### config.mk
export PLATFORM = sky130hd
export DESIGN_NAME = sha_start_sequencer_flat
export DESIGN_NICKNAME = d
export VERILOG_FILES = /design/src/rtl/sha_start_sequencer_if.sv /design/src/rtl/sha_start_sequencer.sv /design/src/flat_wrapper.sv
export SDC_FILE = /design/constraint.sdc
export NUM_CORES = 1
export LEC_CHECK = 0
export ABC_AREA = 1
export BUFFER_PORTS_ARGS = -buffer_cell sky130_fd_sc_hd__clkbuf_2
export CAP_MARGIN = 20
export CORE_MARGIN = 1.5
export CORE_UTILIZATION = 57
export CTS_CLUSTER_SIZE = 12
export DETAILED_ROUTE_END_ITERATION = 12
export PLACE_DENSITY = 0.79
export SETUP_SLACK_MARGIN = 0.05
export SLEW_MARGIN = 40
export SYNTH_ARGS = -nofsm -noshare
export SYNTH_HDL_FRONTEND = slang
export SYNTH_SLANG_ARGS = --single-unit
### constraint.sdc
create_clock -name clk -period 1.95 [get_ports clk]
set_input_delay 0.2925 -clock clk [delete_from_list [all_inputs] [get_ports clk]]
set_output_delay 0.2925 -clock clk [all_outputs]
set_load 0.05 [all_outputs]
### src/rtl/sha_start_sequencer_if.sv
// HPS start/done handshake plus SHA-core control bundle for the start sequencer.
// slave is the sequencer side; master is the HPS/core side that drives it.
interface sha_start_sequencer_if #(
   parameter int unsigned BLK_W = 8
);
   logic             start_in;
   logic [BLK_W-1:0] nblocks;
   logic             core_ready;
   logic             core_digest_valid;
   logic             core_init;
   logic             core_next;
   logic [BLK_W-1:0] blk_idx;
   logic             busy;
   logic             done_out;
   logic             error;

   modport slave (
      input  start_in, nblocks, core_ready, core_digest_valid,
      output core_init, core_next, blk_idx, busy, done_out, error
   );

   modport master (
      output start_in, nblocks, core_ready, core_digest_valid,
      input  core_init, core_next, blk_idx, busy, done_out, error
   );
endinterface

### src/rtl/sha_start_sequencer.sv
// Drives SHA-256 init/next pulses for a multi-block job launched by an HPS start edge,
// reporting completion or timeout back over a four-phase done/start level handshake.
module sha_start_sequencer #(
   parameter int unsigned BLK_W   = 8,
   parameter int unsigned TIMEOUT = 1024,
   parameter int unsigned TO_W    = 11
) (
   input logic                   clk,
   input logic                   reset_n,
   sha_start_sequencer_if.slave  bus
);

   localparam logic [TO_W-1:0] TO_LAST = TO_W'(TIMEOUT - 1);

   typedef enum logic [2:0] {
      S_IDLE,
      S_ISSUE,
      S_WAIT,
      S_DONE,
      S_ERR
   } state_e;

   state_e           state_q, state_d;
   logic             start_q;
   logic [BLK_W-1:0] n_lat_q, n_lat_d;
   logic [BLK_W-1:0] blk_idx_q, blk_idx_d;
   logic [TO_W-1:0]  to_cnt_q, to_cnt_d;
   logic             busy_q, busy_d;
   logic             done_q, done_d;
   logic             error_q, error_d;
   logic             init_q, init_d;
   logic             next_q, next_d;
   logic             start_rise_c;

   assign start_rise_c = bus.start_in & ~start_q;

   // start_q resets high so a start level held through reset is not taken as an edge
   always_ff @(posedge clk) begin
      if (!reset_n) begin
         state_q   <= S_IDLE;
         start_q   <= 1'b1;
         n_lat_q   <= '0;
         blk_idx_q <= '0;
         to_cnt_q  <= '0;
         busy_q    <= 1'b0;
         done_q    <= 1'b0;
         error_q   <= 1'b0;
         init_q    <= 1'b0;
         next_q    <= 1'b0;
      end else begin
         state_q   <= state_d;
         start_q   <= bus.start_in;
         n_lat_q   <= n_lat_d;
         blk_idx_q <= blk_idx_d;
         to_cnt_q  <= to_cnt_d;
         busy_q    <= busy_d;
         done_q    <= done_d;
         error_q   <= error_d;
         init_q    <= init_d;
         next_q    <= next_d;
      end
   end

   always_comb begin
      state_d   = state_q;
      n_lat_d   = n_lat_q;
      blk_idx_d = blk_idx_q;
      to_cnt_d  = to_cnt_q;
      busy_d    = busy_q;
      done_d    = done_q;
      error_d   = error_q;
      init_d    = 1'b0;
      next_d    = 1'b0;

      case (state_q)
         S_IDLE: begin
            if (start_rise_c) begin
               n_lat_d   = bus.nblocks;
               blk_idx_d = '0;
               error_d   = 1'b0;
               if (bus.nblocks == '0) begin
                  state_d = S_ERR;
                  done_d  = 1'b1;
                  error_d = 1'b1;
               end else begin
                  state_d = S_ISSUE;
                  busy_d  = 1'b1;
               end
            end
         end
         S_ISSUE: begin
            if (bus.core_ready) begin
               if (blk_idx_q == '0) init_d = 1'b1;
               else                 next_d = 1'b1;
               to_cnt_d = '0;
               state_d  = S_WAIT;
            end
         end
         S_WAIT: begin
            // a digest arriving on the terminal-count cycle takes priority over timeout
            if (bus.core_digest_valid) begin
               if (blk_idx_q == n_lat_q - BLK_W'(1)) begin
                  state_d = S_DONE;
                  busy_d  = 1'b0;
                  done_d  = 1'b1;
               end else begin
                  blk_idx_d = blk_idx_q + BLK_W'(1);
                  state_d   = S_ISSUE;
               end
            end else if (to_cnt_q == TO_LAST) begin
               state_d = S_ERR;
               busy_d  = 1'b0;
               done_d  = 1'b1;
               error_d = 1'b1;
            end else begin
               to_cnt_d = to_cnt_q + TO_W'(1);
            end
         end
         S_DONE, S_ERR: begin
            if (!bus.start_in) begin
               state_d = S_IDLE;
               done_d  = 1'b0;
            end
         end
         default: state_d = S_IDLE;
      endcase
   end

   assign bus.core_init = init_q;
   assign bus.core_next = next_q;
   assign bus.blk_idx   = blk_idx_q;
   assign bus.busy      = busy_q;
   assign bus.done_out  = done_q;
   assign bus.error     = error_q;

endmodule

### src/flat_wrapper.sv
// flat-port wrapper written by rule: the top's interface ports become plain ports
module sha_start_sequencer_flat 
#(
   parameter int unsigned BLK_W   = 8,
   parameter int unsigned TIMEOUT = 1024,
   parameter int unsigned TO_W    = 11
)
  (clk, reset_n, bus_start_in, bus_nblocks, bus_core_ready, bus_core_digest_valid, bus_core_init, bus_core_next, bus_blk_idx, bus_busy, bus_done_out, bus_error);
  sha_start_sequencer_if #(.BLK_W(BLK_W)) bus_i ();
  input logic clk;
  input logic reset_n;
  input wire logic [$bits(bus_i.start_in)-1:0] bus_start_in;
  input wire logic [$bits(bus_i.nblocks)-1:0] bus_nblocks;
  input wire logic [$bits(bus_i.core_ready)-1:0] bus_core_ready;
  input wire logic [$bits(bus_i.core_digest_valid)-1:0] bus_core_digest_valid;
  output wire logic [$bits(bus_i.core_init)-1:0] bus_core_init;
  output wire logic [$bits(bus_i.core_next)-1:0] bus_core_next;
  output wire logic [$bits(bus_i.blk_idx)-1:0] bus_blk_idx;
  output wire logic [$bits(bus_i.busy)-1:0] bus_busy;
  output wire logic [$bits(bus_i.done_out)-1:0] bus_done_out;
  output wire logic [$bits(bus_i.error)-1:0] bus_error;
  assign bus_i.start_in = bus_start_in;
  assign bus_i.nblocks = bus_nblocks;
  assign bus_i.core_ready = bus_core_ready;
  assign bus_i.core_digest_valid = bus_core_digest_valid;
  assign bus_core_init = bus_i.core_init;
  assign bus_core_next = bus_i.core_next;
  assign bus_blk_idx = bus_i.blk_idx;
  assign bus_busy = bus_i.busy;
  assign bus_done_out = bus_i.done_out;
  assign bus_error = bus_i.error;
  sha_start_sequencer #(.BLK_W(BLK_W), .TIMEOUT(TIMEOUT), .TO_W(TO_W)) u_core (.clk(clk), .reset_n(reset_n), .bus(bus_i));
endmodule
==> results.txt <==
----------------------------------------------------
[Setup path]
  Data required time of the worst path ... about 2200 ps
  Biggest fanout along the worst timing path ... 8
  Total buffers and inverters traversed by the critical path ... 2
  Data arrival time of the critical path ... about 2100 ps
  Element type at the critical path end ... register
  Family with the most delay on the worst path ... simple AND/OR/NAND/NOR gates
  Crit-path max cell delay ... ~350 ps
  Critical Setup Path Class ... reg -> reg
  Launching element type of the critical path ... register
  Cell type of the slowest stage on the worst timing path ... sky130_fd_sc_hd__dfxtp_2
  Register-to-register setup slack ... just over 80 ps
  Cell-by-cell listing of the critical path ... inv_4 -> ha_4 -> inv_2 -> nand2_1 -> nand2_1 -> nor2_1 -> nand2_1 -> nor2_1 -> nand2_1 -> nor2_2 -> nand2_2 -> nand2_2 -> nand2_4 -> nand2_8 -> nand2_1 -> a21oi_1
  Worst path most repeated cell ... sky130_fd_sc_hd__nand2_1

[Power and ir drop]
  Peak supply drop ... 1.01 mV
  Power density normalized to cell area ... between 1000 and 1500 mW/mm2
  Leak pwr ... between 1 and 1.5 nW

[Synth]
  YS warnings ... 0
  Number of instances in the synthesized netlist ... 324
  Synthesized area ... 0.00209 mm2
  Count of distinct cell types in the synthesized netlist ... 30
  Most frequently used flop master after synthesis ... sky130_fd_sc_hd__dfxtp_1
  Sequential-to-total area share from yosys stat ... approximately a third
  Post-synth ARST share ... 0%
  Nets in the synthesized netlist ... approximately 340
  Cell type with the highest aggregate area in the netlist ... sky130_fd_sc_hd__dfxtp_1
  Portion of synthesized cell area occupied by the leading cell type ... between 30% and 40%
  Synth cell count leaders ... 78 x sky130_fd_sc_hd__nand2_1, 41 x sky130_fd_sc_hd__inv_1, 36 x sky130_fd_sc_hd__dfxtp_1, 36 x sky130_fd_sc_hd__nor2_1, 29 x sky130_fd_sc_hd__a21oi_1
  Number of flip-flops and latches in the synthesized netlist ... 36
  Biggest area contributors in the synthesized netlist ... sky130_fd_sc_hd__dfxtp_1 34%, sky130_fd_sc_hd__nand2_1 14%, sky130_fd_sc_hd__inv_1 7.4%
  Number of synthesized flops with an enable pin ... 0
  Mean post-synth cell area ... 6.46 um2
  Most frequent cell after synthesis ... sky130_fd_sc_hd__nand2_1

[Timing]
  Worst Tran Pin Value ... around 630 ps
  Final Hold Vio Count ... 0
  Post-route fraction of the period consumed by the critical path ... 95.8%
  Final total negative setup slack ... 0 ps
  Unrepaired setup endpoints after global routing ... yes
  Max-slew violation count ... 0
  Upper clock frequency limit ... 0.535 GHz
  Number of setup violations in the final report ... 0
  Worst Skew ... roughly 7.3 ps
  Max-Slew Margin vs Limit ... 58.3%
  Final Critical Period ... about 1900 ps

[Floorplanning]
  Die H ... ~64 um
  Area of the die ... 0.00404 mm2
  FP Rows ... 21
  Effective utilization at floorplan ... about three fifths
  Placeable Area ... ~0.0034 mm2
  Die Width ... ~64 um
  Top-Level Pins ... 26

[Clock network]
  Worst-Skew Late Latency ... 290 ps
  Root buf cell ... sky130_fd_sc_hd__clkbuf_8
  Count of H-tree levels built during CTS ... 2
  Clock net sink count ... 36
  Inserted Clock Buffers ... 5
  Maximum number of buffers from clock root to sink ... 2
  Clock input transition at the sequential cells of the worst setup and hold paths ... ~80 ps
  Clock tree from TritonCTS ... done

[Placement]
  Detailed placer's ending HPWL ... 3580 um
  Final Wtd Congestion ... between 0.8 and 0.9
  Input/output buffers ... 25
  Placed insts ... around 390

[Run]
  Max-cap violations ... 0

[Finish]
  Area delta synth->final ... 21.8%
  Post-layout instance count excluding filler cells ... 405
  Antenna diode count ... 0
  Final #Nets ... approximately 380
  Fraction of layout instances using a drive strength above 1 ... between 20% and 30%

[Run status]
  Result of the run ... complete, no violations

[Global routing]
  First-pass GRT wire length ... about 8400 um
  Total routing usage reported by global routing ... about 26%
  Initial antenna violation count ... 0
  Final global-route overflow total ... 0
  Pin count of the biggest net entering global routing ... 17
  Via count of the first global-routing pass ... around 1,900

[Drt]
  First-pass DRT Iterations ... 4
  Post-detailed-route count of antenna-violating nets ... 0
  Routed wire length ... 4940 um
  Post-DR wirelength/cell ... between 10 and 15 um
  Ratio of routed vias to standard cells ... ~5.3
  Drc violations ... 0
  Detailed-route via count ... around 2,200
  DRT iter0 DRCs ... approximately 140

[Worst hold path]
  Type of the worst min-delay path ... in -> reg

----------------------------------------------------
==> where the power goes <==
| group | internal, W | switching [W] | leakage (nW) |
|---|---|---|---|
| Clock | 0.000640 | 0.000267 | 0.0784 |
| Sequential | 0.000795 | 0.0000564 | 0.294 |
| Combinational | 0.000261 | 0.000583 | 0.710 |
==> final timing paths <==
kind                                          from                    end  cells after the start
worst max register to register   u_core.n_lat_q[0]  u_core.bus.blk_idx[4]                     16
worst max-delay path             u_core.n_lat_q[0]  u_core.bus.blk_idx[4]                     16
worst min-delay path                  bus_start_in         u_core.start_q                      3
worst min register to register  u_core.to_cnt_q[8]     u_core.to_cnt_q[8]                      1
==> through the flow <==
step	worst slack [ps]	utilization [%]	cell area, um2	power, W	hold WS (ps)
finish	81.0	74.0	2550	0.00260	230
global route	-65.3	74.0	2550	0.00275	256
CTS	62.3	71.2	2450	0.00257	229
detailed placement	26.9	66.3	2280	0.00165	449
global placement	84.8	66.3	2280	0.00164	440
floorplan	69.8	-	2090	0.00147	414
==> cell families (layout without fill, tap and decap cells) <==
family / count (synthesis) / count (layout) / synth area share [%]
AO/OA/AOI/OAI: 53 / 53 / 13.7
AND/OR/NAND/NOR: 173 / 173 / 37.1
flip-flops: 36 / 36 / 34.4
adder cells (fa/ha/maj): 4 / 4 / 2.39
buffers and inverters: 50 / 85 / 9.09
XOR/XNOR: 8 / 8 / 3.35
==> sequential cells by signal (all words and copies together) (netlist names) <==
register	flops
u_core.start_q	1
u_core.state_q	3
u_core.bus.core_init	1
u_core.bus.blk_idx	8
u_core.to_cnt_q	11
u_core.n_lat_q	8
u_core.bus.core_next	1
u_core.bus.busy	1
u_core.bus.done_out	1
u_core.bus.error	1
==> repair_timing <==
item,CTS,global route
hold buffers,0,0
buffers inserted,0,3
pin swaps,1,11
gates cloned,0,0
gates resized for setup,2,27
endpoints found under the setup margin,9,22
==> final cells by class <==
type	instances	area, um2
clock inverters	3	90.1
multi-input cells	238	1260
clock buffers	5	68.8
fillers	280	893
inverters	46	175
well taps	46	57.6
repair buffers	31	170
flip-flops and latches	36	731
==> routing by layer <==
metal / GRT usage [%] / part of all wire (%) / vias to the layer above
met3: 4.82 / 4.6 / 4
met1: 34.7 / 48 / 981
li1: - / - / 1117
met5: 0 / 0 / -
met2: 42.2 / 47 / 55
met4: 7.07 / 0.81 / 0
==> tightest hold or removal path, cell delays in order <==
cell and delay (ps):
sky130_fd_sc_hd__clkbuf_2 70, sky130_fd_sc_hd__inv_1 60, sky130_fd_sc_hd__nand2_1 60
==> cell usage in the layout, fill, tap and decap left out, types with 2 or more instances in the layout <==
| cell type | instances |
|---|---|
| sky130_fd_sc_hd__nand2_1 | 74 |
| sky130_fd_sc_hd__inv_1 | 36 |
| sky130_fd_sc_hd__nor2_1 | 35 |
| sky130_fd_sc_hd__dfxtp_1 | 32 |
| sky130_fd_sc_hd__clkbuf_2 | 25 |
| sky130_fd_sc_hd__nand3_1 | 24 |
| sky130_fd_sc_hd__a21oi_1 | 23 |
| sky130_fd_sc_hd__o21ai_0 | 16 |
| sky130_fd_sc_hd__inv_2 | 9 |
| sky130_fd_sc_hd__nand2_2 | 9 |
| sky130_fd_sc_hd__xor2_1 | 8 |
| sky130_fd_sc_hd__nor3_1 | 8 |
| sky130_fd_sc_hd__nor2_2 | 6 |
| sky130_fd_sc_hd__a21oi_2 | 6 |
| sky130_fd_sc_hd__buf_4 | 6 |
| sky130_fd_sc_hd__clkbuf_8 | 5 |
| sky130_fd_sc_hd__nand4_1 | 4 |
| sky130_fd_sc_hd__nor4_1 | 4 |
| sky130_fd_sc_hd__bufinv_16 | 3 |
| sky130_fd_sc_hd__nand2_4 | 2 |
| sky130_fd_sc_hd__nor3b_1 | 2 |
| sky130_fd_sc_hd__ha_4 | 2 |
| sky130_fd_sc_hd__ha_1 | 2 |
| sky130_fd_sc_hd__dfxtp_2 | 2 |
| sky130_fd_sc_hd__dfxtp_4 | 2 |
(Power assumes the default switching activity.)
